## src/rtl/serial_subtractor.sv

```systemverilog
// Digit-serial subtractor: computes a - b - bin one DIGIT-bit slice per clock,
// LSB slice first, and presents diff/bout/ovf with a one-cycle done pulse.
module serial_subtractor #(
   parameter int WIDTH = 8,
   parameter int DIGIT = 1
) (
   input  logic             clk,
   input  logic             rst,
   input  logic             start,
   input  logic [WIDTH-1:0] a,
   input  logic [WIDTH-1:0] b,
   input  logic             bin,
   output logic             busy,
   output logic             done,
   output logic [WIDTH-1:0] diff,
   output logic             bout,
   output logic             ovf
);

   localparam int N  = WIDTH / DIGIT;
   localparam int CW = (N > 1) ? $clog2(N) : 1;

   generate
      if (!(WIDTH >= 1 && DIGIT >= 1 && (WIDTH % DIGIT) == 0)) begin : g_bad_params
         $error("serial_subtractor: WIDTH must be >= 1 and a multiple of DIGIT >= 1");
      end
   endgenerate

   typedef enum logic [1:0] {IDLE, RUN, DONE} state_t;

   state_t           state, state_nxt;
   logic [WIDTH-1:0] a_sh, b_sh;   // a_sh fills with result slices as a is consumed
   logic [WIDTH-1:0] a_nxt, b_nxt;
   logic             br;
   logic [CW-1:0]    cnt;
   logic             a_msb, b_msb;
   logic [DIGIT-1:0] slice_d;
   logic             slice_br;
   logic             last;

   assign last = (cnt == CW'(N - 1));

   // Full-subtractor ripple across one slice.
   always_comb begin
      // NOTE: blocking assignments here let br_c carry from stage k into stage k+1
      // within the same evaluation; non-blocking would read a stale borrow.
      logic br_c;
      slice_d = '0;
      br_c    = br;
      for (int k = 0; k < DIGIT; k++) begin
         slice_d[k] = a_sh[k] ^ b_sh[k] ^ br_c;
         br_c       = (~a_sh[k] & b_sh[k]) | (~(a_sh[k] ^ b_sh[k]) & br_c);
      end
      slice_br = br_c;
   end

   generate
      if (N == 1) begin : g_single
         assign a_nxt = slice_d;
         assign b_nxt = b_sh;
      end else begin : g_multi
         assign a_nxt = {slice_d, a_sh[WIDTH-1:DIGIT]};
         assign b_nxt = {b_sh[DIGIT-1:0], b_sh[WIDTH-1:DIGIT]};
      end
   endgenerate

   always_comb begin
      // NOTE: every output gets a default before the case so no path leaves it
      // unassigned, which would otherwise infer a latch.
      state_nxt = state;
      busy      = 1'b0;
      done      = 1'b0;
      case (state)
         IDLE: if (start) state_nxt = RUN;
         RUN: begin
            busy = 1'b1;
            if (last) state_nxt = DONE;
         end
         DONE: begin
            done      = 1'b1;
            state_nxt = IDLE;
         end
         default: state_nxt = IDLE;
      endcase
   end

   // NOTE: the datapath registers are reset along with the FSM because the
   // result outputs are required to read zero during reset, not just the state.
   always_ff @(posedge clk or posedge rst) begin
      if (rst) begin
         state <= IDLE;
         a_sh  <= '0;
         b_sh  <= '0;
         br    <= 1'b0;
         cnt   <= '0;
         a_msb <= 1'b0;
         b_msb <= 1'b0;
         diff  <= '0;
         bout  <= 1'b0;
         ovf   <= 1'b0;
      end else begin
         state <= state_nxt;
         case (state)
            IDLE: if (start) begin
               a_sh  <= a;
               b_sh  <= b;
               br    <= bin;
               cnt   <= '0;
               a_msb <= a[WIDTH-1];
               b_msb <= b[WIDTH-1];
            end
            RUN: begin
               a_sh <= a_nxt;
               b_sh <= b_nxt;
               br   <= slice_br;
               cnt  <= cnt + CW'(1);
               if (last) begin
                  diff <= a_nxt;
                  bout <= slice_br;
                  ovf  <= (a_msb ^ b_msb) & (a_msb ^ a_nxt[WIDTH-1]);
               end
            end
            default: ;
         endcase
      end
   end

endmodule

```

## config.mk

```make
export PLATFORM = sky130hd
export DESIGN_NAME = serial_subtractor
export DESIGN_NICKNAME = d
export VERILOG_FILES = /design/src/rtl/serial_subtractor.sv
export SDC_FILE = /design/constraint.sdc
export NUM_CORES = 1
export LEC_CHECK = 0
export CORE_MARGIN = 5
export CORE_UTILIZATION = 50
export CTS_CLUSTER_DIAMETER = 60
export DETAILED_ROUTE_END_ITERATION = 7
export MAX_ROUTING_LAYER = met4
export PLACE_DENSITY = 0.78
export SLEW_MARGIN = 25
export SYNTH_ARGS = -nofsm -noshare
export SYNTH_HDL_FRONTEND = slang
export SYNTH_SLANG_ARGS = --single-unit
```

## constraint.sdc

```tcl
create_clock -name clk -period 4.32 [get_ports clk]
set_input_delay 1.296 -clock clk [delete_from_list [all_inputs] [get_ports clk]]
set_output_delay 1.296 -clock clk [all_outputs]
set_load 0.01 [all_outputs]
```

==> results of run 1 <==
worst reg2reg max path, cell delays in order, from the launching register on:
cell      delay, ps
dfrtp_1         630
nand3b_2        600
mux2_4          410
layer usage:
| metal | vias up | global-route usage |
|---|---|---|
| li1 | 557 | - |
| met1 | 564 | 0.203 |
| met2 | 23 | 0.272 |
| met3 | 2 | 0.0680 |
| met4 | 0 | 0.0761 |
| met5 | - | - |
final timing paths:
path,to
max,busy
min,ovf
max reg2reg,diff[6]
min reg2reg,ovf
max in group asynchronous,a_msb
min in group asynchronous,diff[5]
layout make-up:
| class | instances | area (µm²) |
|---|---|---|
| timing repair buffer | 34 | 333 |
| fill | 256 | 1070 |
| multi-input combinational | 95 | 653 |
| tap | 44 | 55.1 |
| clock buffer | 6 | 51.3 |
| sequential | 34 | 851 |
| inverter | 4 | 15.0 |
logic make-up (layout without fill, tap and decap cells):
kind of cell	Yosys count	count (layout)
AOI/OAI and AO/OA	41	41
adders and majority gates	3	3
buffers and inverters	13	44
DFF	34	34
muxes	11	11
and+or+nand+nor	40	40
registers in the layout, indices dropped and copies added (netlist names):
name / flops
cnt: 3
br: 1
a_sh: 8
ovf: 1
state: 2
b_msb: 1
diff: 8
bout: 1
a_msb: 1
b_sh: 8
Yosys cell counts, drive strengths merged:
library cell,number
nor2b,4
nor2,1
a21oi,14
a22oi,5
nand3b,1
a22o,2
mux2,11
nand2b,2
o21ai,19
ha,2
nor3b,1
and2b,1
dfrtp,34
o21bai,1
fa,1
inv,4
and3b,11
buf,5
nand2,19
clkbuf,4
cells in the final DEF, fill, tap and decap left out, types with 2 or more instances in the layout:
cell type,Yosys,routed
ha_1,2,2
nor2b_1,3,3
a21oi_1,14,14
and3b_1,11,11
mux2_2,6,6
nand2b_1,2,2
o21ai_1,6,6
clkbuf_4,0,5
o21ai_0,13,13
clkdlybuf4s50_1,0,31
mux2_4,5,5
buf_4,2,3
inv_1,4,4
a22oi_1,5,5
dfrtp_1,34,34
nand2_1,19,19
a22o_1,2,2
power by group through the flow:
stage | registers, mW | logic [mW] | clock network (mW)
3_5_place_dp | 0.574 | 0.571 | 0
4_1_cts | 0.568 | 0.574 | 0.175
6_report | 0.565 | 0.564 | 0.169
5_1_grt | 0.588 | 0.626 | 0.194
2_1_floorplan | 0.573 | 0.361 | 0
3_3_place_gp | 0.570 | 0.545 | 0
==> summary.md, run 1 <==
| Metric | Value |
|---|---|
| Outcome | finished clean |
| Clock latency on the worst-skew pair | 330 ps |
| Largest net degree at the start of global routing | 35 |
| Clk slew on worst S/H paths | 90 ps |
| Layout cells sized above 1 | 0.127 |
| Family with the most delay on the worst path | flip-flops |
| Net Sw Power | 0.440 mW |
| Vias in the first global route | 1170 |
| Mux share of post-synthesis cell area | 0.0912 |
| CP arrival | 1890 ps |
| Main area contributors after synthesis | dfrtp_1 54%, and3b_1 6.2%, mux2_4 4.8% |
| Top cell type's share of synthesized area | 0.544 |
| CP peak stage delay | 770 ps |
| Post-cts repair resize count | 0 |
| Syn Nets | 165 |
| Synth unique cells | 24 |
| Pwr/cell area | 663 mW/mm² |
| First-pass DRT Iterations | 4 |
| Cells after Synth | 142 |
| Max Slew Vio Count | 0 |
| Max stage delay cell, worst path | dfrtp_1 |
| Num CTS Buffers | 5 |
| Worst EP required | 3020 ps |
| IO buf count | 31 |
| Worst Setup SP | state[1] |
| Largest family of logic cells by synthesized area | simple AND/OR/NAND/NOR gates |
| Hold Path Class | reg -> reg |
| Mapped Area | 0.00156 mm² |
| H-Tree Depth | 2 |
| Leak | 0.898 nW |
| Vias per cell | 5.28 |
| Worst Tran Pin Value | 659 ps |
| Worst IR Drop VDD | 328 µV |
| Final WL | 3120 µm |
| DRC viols | 0 |
| FP Rows | 20 |
| Final Net Count | 197 |
| Sequential Power Share | 0.435 |
| Total die area | 0.00435 mm² |
| Global-route wire length before repair | 5400 µm |
| Post-Route M1 WL | 1380 µm |
| Worst Reg-to-Reg Cells | 2 |
| Setup crit end kind | primary output |
| GP Congestion | 0.758 |
| CP bufs+invs | 1 |
| DR top layer | met4 |
| Number of max-cap violations | 0 |
| I/O pin count | 32 |
| Initial Util | 0.517 |
| WHS Path Cells | 2 |
| Initial DRC count | 51 |
| GRT Total Usage | 0.175 |
| Hold_buf cts | 0 |
| Sw Share | 0.339 |
| Core box area | 0.00303 mm² |
| Initial antenna violation count | 0 |
| Syn-to-layout area delta | 25.2% |
| Final period util | 0.737 |
| P_int | 0.859 mW |
| Clock skew | 3.07 ps |
| Cell accounting for the most synthesized area | dfrtp_1 |
| Crit Path Category | reg -> out |
| Hold slack | 493 ps |
| Combinational share of power | 0.434 |
| Vias | 1146 |
| Wire per inst | 14.4 µm |
| Final setup margin | 1140 ps |
| Warnings, synthesis | 0 |
| Post-CTS setup buffer count | 0 |
| Clock Sinks | 34 |
| FF-to-FF Start | state[1] |
| Placed cell area | 0.00191 mm² |
| Setup WS pre-CTS | 1430 ps |
| Gr ovfl total | 0 |
| HP Start | ovf |
| Total power | 1.30 mW |
| Fin crit period | 3180 ps |
| Antenna diodes | 0 |
| Critical Path, Cell by Cell | and2b_1 -> clkdlybuf4s50_1 |
| Die X-Extent | 65.9 µm |
| Internal reg-to-reg setup slack | 2570 ps |
| Syn_area_per_cell | 11.0 µm² |
| ANT nets after route | 0 |
| RSZ-0062 raised after global routing | no |
| Final Hold Violating Endpoints | 0 |
| Fin area | 0.00196 mm² |
| Final Util | 0.647 |
| Seq/Total Area, Yosys | 0.544 |
| Critical path fanouts, max | 23 |
| Final non-filler cell total | 217 |
| Xor and xnor area share after synthesis | 0 |
| Fmax | 0.314 GHz |
| Critical Path Stages | 2 |
| Chip Height | 65.9 µm |
| Total Neg Setup Slack | 0 ps |
| CTS tree | built |
| Synth Area in Adders | 0.0288 |
| Root buffer cell | clkbuf_4 |
| Critical Path Start Type | flip-flop |
| Final Setup Violations | 0 |
| Clock Power Share | 0.130 |
| Post-DP HPWL | 2190 µm |
| DP Cell Count | 211 |
| Met2 wire length | 1540 µm |
| Synth Area in Compound Gates | 0.146 |
| Simple-gate share of the synthesized area | 0.152 |
| Clock Path Buffers | 2 |
| Met3 wire length | 161 µm |
| Synth Register Bits | 34 |
| Rel. slew slack | 0.561 |
No activity file was read; power rests on OpenSTA's default activity.
==> inputs of run 2 (changes only) <==
Clock period 4.32 ns to 3.2 ns, I/O delays scaled along.
==> run 2 against run 1 <==
Net effect: register-to-register slack lost 1100 ps; global-route usage rose by 0.13 points; final area rose by 0.83%; via count decreased by 0.26%; largest power group unchanged; setup slack worse by 800 ps; core utilization rose by 0.54 points; non-clock buffer count is 1 higher; critical endpoint unchanged; die area unchanged.
==> summary.md, run 2 (synthesized netlist as in run 1, its figures left out) <==
| Metric | Value |
|---|---|
| Final Hold Violating Endpoints | 0 (unchanged) |
| Max Slew Vio Count | 0 (unchanged) |
| Leak | 0.908 nW (+1.1%) |
| Chip Height | 65.9 µm (unchanged) |
| Gr ovfl total | 0 (unchanged) |
| DRC viols | 0 (unchanged) |
| Clock Path Buffers | 2 (unchanged) |
| Worst Tran Pin Value | 687 ps (+28.1 ps) |
| WHS Path Cells | 2 (unchanged) |
| Fmax | 0.350 GHz |
| Pwr/cell area | 903 mW/mm² (+36%) |
| Vias | 1143 (-0.26%) |
| Hold slack | 487 ps (-5.73 ps) |
| Rel. slew slack | 0.541 (-0.0197) |
| I/O pin count | 32 (unchanged) |
| Post-Route M1 WL | 1400 µm (+1.7%) |
| Hold Path Class | reg -> reg |
| Number of max-cap violations | 0 (unchanged) |
| Commonest non-fill, non-tap cell in the layout | dfrtp_1 |
| Commonest cells after routing, fill and taps aside | 34 x dfrtp_1, 31 x clkdlybuf4s50_1, 19 x nand2_1 |
| Total die area | 0.00435 mm² (unchanged) |
| Final period util | 0.893 |
| Syn-to-layout area delta | 26.2% |
| CTS tree | built |
| Met3 wire length | 149 µm (-7.5%) |
| P_int | 1.17 mW (+36%) |
| Vias per cell | 5.20 (-1.6%) |
| H-Tree Depth | 2 (unchanged) |
| Post-DP HPWL | 2320 µm (+5.9%) |
| Worst IR Drop VDD | 465 µV (+42%) |
| Setup crit end kind | primary output |
| Initial DRC count | 37 (-27%) |
| Largest regs | a_sh x8, b_sh x8, diff x8 |
| Fin area | 0.00197 mm² (+0.83%) |
| Wire per inst | 14.8 µm (+3.4%) |
| FP Rows | 20 (unchanged) |
| Worst EP required | 2240 ps (-780 ps) |
| Sequential Power Share | 0.436 (about the same) |
| Die X-Extent | 65.9 µm (unchanged) |
| Critical path fanouts, max | 23 (unchanged) |
| Sw Share | 0.346 (+0.00748) |
| Outcome | finished clean |
| Global-route wire length before repair | 5610 µm (+3.8%) |
| Final Setup Violations | 0 (unchanged) |
| Worst Reg-to-Reg Cells | 4 (+2) |
| RSZ-0062 raised after global routing | no |
| Total Neg Setup Slack | 0 ps (unchanged) |
| Vias in the first global route | 1197 (+2.3%) |
| ANT nets after route | 0 (unchanged) |
| Clock Sinks | 34 (unchanged) |
| Fin crit period | 2860 ps |
| Clock skew | 5.26 ps (+2.19 ps) |
| First-pass DRT Iterations | 5 (+1) |
| Clock Power Share | 0.139 (+0.009) |
| Critical Path Start Type | flip-flop |
| Antenna diodes | 0 (unchanged) |
| Hold_buf cts | 0 (unchanged) |
| Root buffer cell | clkbuf_4 |
| Net Sw Power | 0.617 mW (+40%) |
| GRT Total Usage | 0.176 (+0.00132) |
| IO buf count | 31 (unchanged) |
| Total power | 1.78 mW (+37%) |
| Num CTS Buffers | 5 (unchanged) |
| Layout cells sized above 1 | 0.136 (+0.00920) |
| Final WL | 3270 µm (+4.8%) |
| Clock latency on the worst-skew pair | 330 ps (about the same) |
| Initial antenna violation count | 0 (unchanged) |
| Crit Path Category | reg -> out |
| Clk slew on worst S/H paths | 100 ps (about the same) |
| Post-cts repair resize count | 0 (unchanged) |
| Combinational share of power | 0.425 (-0.009) |
| CP arrival | 1900 ps (about the same) |
| Core box area | 0.00303 mm² (unchanged) |
| GP Congestion | 0.779 (+2.8%) |
| Final Net Count | 198 (+0.51%) |
| Initial Util | 0.517 (unchanged) |
| Largest net degree at the start of global routing | 35 (unchanged) |
| Post-CTS setup buffer count | 0 (unchanged) |
| Met2 wire length | 1660 µm (+7.5%) |
| DR top layer | met4 |
| Placed cell area | 0.00191 mm² (+0.39%) |
-- run 2: path summary, 6_finish.rpt --
| check | start | end | slack (ps) |
|---|---|---|---|
| max reg2reg | state[1] | b_sh[5] | 1440 |
| min reg2reg | br | br | 490 |
| min | br | br | 490 |
| min in group asynchronous | rst | a_sh[6] | 1010 |
| max in group asynchronous | rst | a_msb | 1880 |
| max | state[1] | busy | 340 |
-- run 2: power groups by stage --
| stage | clock network (mW) | registers, mW | logic [mW] |
|---|---|---|---|
| after floorplan | 0 | 0.773 | 0.487 |
| after global placement | 0 | 0.774 | 0.730 |
| after CTS | 0.253 | 0.779 | 0.771 |
| after detailed placement | 0 | 0.790 | 0.766 |
| after global routing | 0.273 | 0.811 | 0.848 |
| final | 0.248 | 0.778 | 0.758 |
-- run 2: critical path: stages, from the launching register on --
cell and delay, ps:
dfrtp_1 780, and2b_1 300, clkdlybuf4s50_1 490
-- run 2: final cells by class --
| cell class | count | area, µm² |
|---|---|---|
| Fill cell | 258 | 1050 |
| Sequential cell | 34 | 851 |
| Multi-Input combinational cell | 95 | 653 |
| Timing Repair Buffer | 35 | 340 |
| Clock buffer | 7 | 55.1 |
| Tap cell | 44 | 55.1 |
| Inverter | 4 | 15.0 |
| Clock inverter | 1 | 5.00 |
-- run 2: per-layer routing --
| layer | up-vias | global-route usage |
|---|---|---|
| met3 | 5 | 0.0425 |
| met5 | - | - |
| met4 | 0 | 0.0761 |
| met2 | 26 | 0.283 |
| li1 | 560 | - |
| met1 | 552 | 0.213 |
-- run 2: metrics by stage --
| step | std cells | setup WS, ps | utilization |
|---|---|---|---|
| 4_1_cts | 220 | 330 | 0.652 |
| 5_1_grt | 220 | 272 | 0.652 |
| 6_report | 220 | 341 | 0.652 |
| 3_3_place_gp | 212 | 760 | 0.632 |
| 2_1_floorplan | 142 | 1300 | - |
| 3_5_place_dp | 212 | 695 | 0.632 |
==> inputs of run 3 (changes only) <==
Settings changed: HOLD_SLACK_MARGIN set to 0.1, SLEW_MARGIN 25 to 40.
==> results of run 3 <==
The final DEF is identical to that of run 2; final timing and power are the same.
